[src/rtl/mul_seq_ctrl.sv]
// Sequential WIDTH x WIDTH unsigned multiplier built around one 2x2 mulbit2 cell.
// Optional feature macro: MULSEQ_ZERO_SKIP_EN (zero operand completes in IDLE with p=0).

module mulbit2 (
    input  logic [1:0] a_i,
    input  logic [1:0] b_i,
    output logic [3:0] p_o
);

    assign p_o = {2'b00, a_i} * {2'b00, b_i};

endmodule

module mul_seq_ctrl #(
    parameter int WIDTH = 8
) (
    input  logic               clk,
    input  logic               rst,
    input  logic               start,
    input  logic [WIDTH-1:0]   a,
    input  logic [WIDTH-1:0]   b,
    output logic               busy,
    output logic               done,
    output logic [2*WIDTH-1:0] p
);

    localparam int N  = WIDTH / 2;
    localparam int PW = 2 * WIDTH;
    localparam int CW = (N > 1) ? $clog2(N) : 1;
    localparam int SW = $clog2(PW);
    localparam logic [CW-1:0] LAST_IDX = CW'(N - 1);

    typedef enum logic [0:0] {
        ST_IDLE = 1'b0,
        ST_RUN  = 1'b1
    } state_t;

    state_t          state_q, state_d;
    logic [WIDTH-1:0] a_q, a_d;
    logic [WIDTH-1:0] b_q, b_d;
    logic [PW-1:0]   acc_q, acc_d;
    logic [PW-1:0]   p_q, p_d;
    logic            done_q, done_d;
    logic            busy_q, busy_d;
    logic [CW-1:0]   i_q, i_d;
    logic [CW-1:0]   j_q, j_d;

    logic [1:0]      a_dig_s;
    logic [1:0]      b_dig_s;
    logic [3:0]      pp_s;
    logic [SW-1:0]   shamt_s;
    logic [PW-1:0]   pp_shift_s;
    logic [PW-1:0]   acc_sum_s;
    logic            last_s;
    logic            go_run_s;
    logic            go_skip_s;

    // Digit select, 2x2 product, shift into place and accumulate.
    assign a_dig_s    = a_q[{i_q, 1'b0} +: 2];
    assign b_dig_s    = b_q[{j_q, 1'b0} +: 2];
    assign shamt_s    = SW'({i_q, 1'b0}) + SW'({j_q, 1'b0});
    assign pp_shift_s = {{(PW-4){1'b0}}, pp_s} << shamt_s;
    assign acc_sum_s  = acc_q + pp_shift_s;
    assign last_s     = (i_q == LAST_IDX) && (j_q == LAST_IDX);

    mulbit2 u_mulbit2 (
        .a_i (a_dig_s),
        .b_i (b_dig_s),
        .p_o (pp_s)
    );

    // Classify a start request seen in IDLE.
    always_comb begin
        go_run_s  = 1'b0;
        go_skip_s = 1'b0;
        if (start && (state_q == ST_IDLE)) begin
`ifdef MULSEQ_ZERO_SKIP_EN
            if ((a == '0) || (b == '0)) begin
                go_skip_s = 1'b1;
            end else begin
                go_run_s = 1'b1;
            end
`else
            go_run_s = 1'b1;
`endif
        end else begin
            go_run_s  = 1'b0;
            go_skip_s = 1'b0;
        end
    end

    // State register.
    always_ff @(posedge clk) begin
        if (rst) begin
            state_q <= ST_IDLE;
        end else begin
            state_q <= state_d;
        end
    end

    // Next-state logic.
    always_comb begin
        state_d = state_q;
        case (state_q)
            ST_IDLE: begin
                if (go_run_s) begin
                    state_d = ST_RUN;
                end else begin
                    state_d = ST_IDLE;
                end
            end
            ST_RUN: begin
                if (last_s) begin
                    state_d = ST_IDLE;
                end else begin
                    state_d = ST_RUN;
                end
            end
            default: state_d = ST_IDLE;
        endcase
    end

    // Datapath and output registers.
    always_ff @(posedge clk) begin
        if (rst) begin
            a_q    <= '0;
            b_q    <= '0;
            acc_q  <= '0;
            p_q    <= '0;
            done_q <= 1'b0;
            busy_q <= 1'b0;
            i_q    <= '0;
            j_q    <= '0;
        end else begin
            a_q    <= a_d;
            b_q    <= b_d;
            acc_q  <= acc_d;
            p_q    <= p_d;
            done_q <= done_d;
            busy_q <= busy_d;
            i_q    <= i_d;
            j_q    <= j_d;
        end
    end

    // Datapath next-state: capture, accumulate, advance digit counters.
    always_comb begin
        a_d    = a_q;
        b_d    = b_q;
        acc_d  = acc_q;
        p_d    = p_q;
        done_d = 1'b0;
        i_d    = i_q;
        j_d    = j_q;
        busy_d = (state_d == ST_RUN);
        case (state_q)
            ST_IDLE: begin
                if (go_run_s) begin
                    a_d   = a;
                    b_d   = b;
                    acc_d = '0;
                    i_d   = '0;
                    j_d   = '0;
                end else if (go_skip_s) begin
                    p_d    = '0;
                    done_d = 1'b1;
                end else begin
                    done_d = 1'b0;
                end
            end
            ST_RUN: begin
                acc_d = acc_sum_s;
                if (last_s) begin
                    p_d    = acc_sum_s;
                    done_d = 1'b1;
                    i_d    = '0;
                    j_d    = '0;
                end else if (j_q == LAST_IDX) begin
                    j_d = '0;
                    i_d = i_q + CW'(1);
                end else begin
                    j_d = j_q + CW'(1);
                end
            end
            default: begin
                acc_d = '0;
                i_d   = '0;
                j_d   = '0;
            end
        endcase
    end

    // Outputs come straight from registers.
    always_comb begin
        busy = busy_q;
        done = done_q;
        p    = p_q;
    end

endmodule

[config.mk]
export PLATFORM = sky130hd
export DESIGN_NAME = mul_seq_ctrl
export DESIGN_NICKNAME = d
export VERILOG_FILES = /design/src/rtl/mul_seq_ctrl.sv
export SDC_FILE = /design/constraint.sdc
export NUM_CORES = 1
export LEC_CHECK = 0
export BUFFER_PORTS_ARGS = -buffer_cell sky130_fd_sc_hd__buf_2
export CORE_UTILIZATION = 50
export CTS_BUF_LIST = sky130_fd_sc_hd__clkbuf_4
export CTS_CLUSTER_DIAMETER = 30
export CTS_CLUSTER_SIZE = 8
export DETAILED_ROUTE_END_ITERATION = 12
export HOLD_SLACK_MARGIN = 0.03
export PLACE_DENSITY = 0.67
export SLEW_MARGIN = 25
export SYNTH_ARGS = -nofsm -noshare
export SYNTH_HDL_FRONTEND = slang
export SYNTH_SLANG_ARGS = --single-unit
[constraint.sdc]
create_clock -name clk -period 4.1 [get_ports clk]
set_input_delay 0.82 -clock clk [delete_from_list [all_inputs] [get_ports clk]]
set_output_delay 0.82 -clock clk [all_outputs]
set_load 0.02 [all_outputs]
==> summary.txt <==
Placement
  • Post-Place Cells: about 470
  • Weighted congestion reported at the end of routability-driven placement: about 0.95
  • Count of input and output buffers: 36
  • Detail Placement HPWL: 5450 um

Synthesis
  • Share of the yosys chip area belonging to registers: 0.344
  • Post-Synthesis Net Count: roughly 420
  • Asr flop ratio synth: 0
  • Synthesized instance count: ~380
  • Count of unique library cells instantiated by Yosys: 51
  • Number of flops mapped to enable cells by yosys: 0
  • Top FF cell, synth: dfxtp_1
  • Avg Cell Area, Syn: between 8 and 9 sq um
  • Post-synthesis register bit count: 54
  • Number of synthesis warnings: 0
  • Total standard cell area after synthesis: about 3100 sq um

Min path
  • Worst min-delay path category: reg -> reg

Final layout
  • Number of antenna cells inserted: 0
  • Commonest non-fill, non-tap cells in the layout: nand2_1 (58), dfxtp_1 (52), a21oi_1 (45), buf_2 (36), nor2_1 (35)
  • Layout filler cell count: between 500 and 600
  • Leading cell type in the layout, fill and taps excluded: nand2_1
  • Number of cells in the finished layout apart from fillers: 481
  • Count of nets after finishing: 447
  • Area of the multi-input gates: 1940 sq um
  • Signed area change from the synthesized netlist to the final layout: 9.35%
  • Register area: 1080 sq um
  • Layout cell share with drive strength beyond 1: 0.158

Critical path
  • Reg2reg setup slack: between 200 and 250 ps
  • CP Launch Type: register
  • Arrival time worst endpoint: 4170 ps
  • Worst-path fanout max: 5
  • Worst Setup End Kind: register
  • Required time worst endpoint: 4390 ps
  • CP Class: reg -> reg

Die
  • Core ar.: 5990 sq um
  • Initial Utilization: 0.525
  • Total I/O pin count: 37
  • Die Ht: 81.3 um
  • DIE WIDTH: 81.3 um
  • Overall die area: 6610 sq um
  • Number of cell rows: 28

Clocking
  • Root buffer selected by CTS: clkbuf_4
  • Skew-Pair Late Insertion Delay: 380 ps
  • Number of buffers added by the clock tree synthesis step: 5
  • Maximum level of the CTS H-tree: 2
  • Hold Buf Count CTS: 0
  • Post-CTS setup buffer count: 0
  • CTS sink count: 54
  • Worst-path clk slew: 150 ps
  • TritonCTS clock tree: yes
  • CTS Buffer Depth: 2

Global route
  • First-pass GRT wire length: 11800 um
  • Via count of the first global-routing pass: about 2400
  • Pin count of the biggest net entering global routing: 45
  • GR Overflow Total: 0
  • Total GRT Usage: 0.235
  • Number of antenna violations at the first check in global routing: 0

Timing
  • Number of hold violations in the final report: 0
  • Sum of negative setup slack: 0 ps
  • Period utilization: 0.947
  • Tightest slew margin relative to the limit: 0.440
  • Worst Skew: 9.08 ps
  • Setup repair after global routing missed its margin: false
  • Maximum frequency from static timing analysis: 258 MHz
  • Final worst path period need: 3880 ps
  • Setup-violating endpoint count in the final report: 0
  • Actual transition at the worst max-transition pin: 837 ps
  • Final Slew Violations: 0

Drt
  • Via density: roughly 5.6
  • Number of optimization iterations in the first detailed-route pass: 4
  • Routed length per instance: 15.1 um
  • Residual DRC: 0
  • Number of vias after detailed routing: 2717
  • Detailed router's first-iteration violation count: 261
  • Routed wire length: just over 7000 um
  • Residual antenna-violating net count after detailed routing: 0

Power
  • Total power per unit cell area: 266 nW/um^2
  • Maximum VDD drop: 0.181 mV
  • Standby leakage power: roughly 1.4 nW

Flow run
  • Count of maximum capacitance violations: 0

Outcome
  • Status: finished clean
==> layout make-up <==
| type | count | area share |
|---|---|---|
| Clock inverter | 2 | 0.0109 |
| Tap cell | 75 | 0.0273 |
| Clock buffer | 6 | 0.0131 |
| Multi-Input combinational cell | 294 | 0.563 |
| Timing Repair Buffer | 39 | 0.0589 |
| Sequential cell | 54 | 0.315 |
| Inverter | 11 | 0.0120 |
==> repair_timing <==
action	4_1_cts	5_1_grt
setup endpoints to repair	0	11
hold endpoints to repair	0	0
gates resized for setup	0	3
==> worst max-delay path, cell delays in order, from the launching register on <==
cell	delay (ps)
dfxtp_2	420
mux4_2	570
and2_1	170
ha_1	190
ha_1	300
nor2b_1	150
a31oi_2	240
nor2_1	100
ha_1	350
nor2b_4	150
o31a_4	310
o32ai_4	380
o21ai_1	120
xnor2_1	160
a22o_1	180
==> stage by stage <==
stage          setup WS (ps)  hold slack (ps)  power [mW]  cell area, sq um  utilization
6_report                 219              466       0.917              3440        0.574
5_1_grt                 2.86              490       0.949              3440        0.574
3_3_place_gp             147              442       0.621              3350        0.558
2_1_floorplan            464              433       0.602              3150            -
3_5_place_dp             123              446       0.621              3350        0.558
4_1_cts                 94.6              465       0.923              3430        0.572
==> kinds of logic after synthesis <==
group	synth area share
xor+xnor	0.0334
fa+ha+maj	0.0963
simple gates	0.226
compound gates	0.216
buf+inv	0.0438
flops	0.344
mux	0.0414
==> registers in the layout, indices dropped and copies added (netlist names) <==
name and cells:
busy 1, done 1, j_q 2, a_q 8, i_q 2, acc_q 16
p 16, b_q 8
==> power breakdown <==
group          internal, mW  switching (mW)  leakage [nW]
logic                0.0245          0.0400         0.962
registers             0.536          0.0105         0.439
clock network         0.136           0.170        0.0419
==> synth_stat cells (6+ instances only) <==
| cell type | number | area share |
|---|---|---|
| nor3b_1 | 6 | 0.014 |
| inv_1 | 10 | 0.012 |
| a21oi_1 | 45 | 0.072 |
| a22o_1 | 11 | 0.031 |
| nand3_1 | 8 | 0.013 |
| nor2_1 | 35 | 0.042 |
| xnor2_1 | 8 | 0.022 |
| ha_1 | 21 | 0.084 |
| nor3_1 | 8 | 0.013 |
| nand2_1 | 58 | 0.069 |
| clkbuf_1 | 13 | 0.016 |
| o21ai_0 | 10 | 0.016 |
| o21a_1 | 7 | 0.017 |
| nor2b_1 | 6 | 0.012 |
| dfxtp_1 | 54 | 0.34 |
| nand2b_1 | 10 | 0.020 |
==> final timing paths <==
check,start,to,cells past startpoint
min reg2reg,a_q[7],a_q[7],2
max reg2reg,i_q[0],acc_q[10],14
max,i_q[0],acc_q[10],14
min,a_q[7],a_q[7],2
==> layer usage <==
layer	global-route usage	vias to the layer above	wire (um)
li1	-	1394	-
met1	0.370	1254	3860
met2	0.330	63	2900
met3	0.0371	6	437
met4	0.0482	0	62
met5	0	-	0
Power figures use the tool's default switching activity.
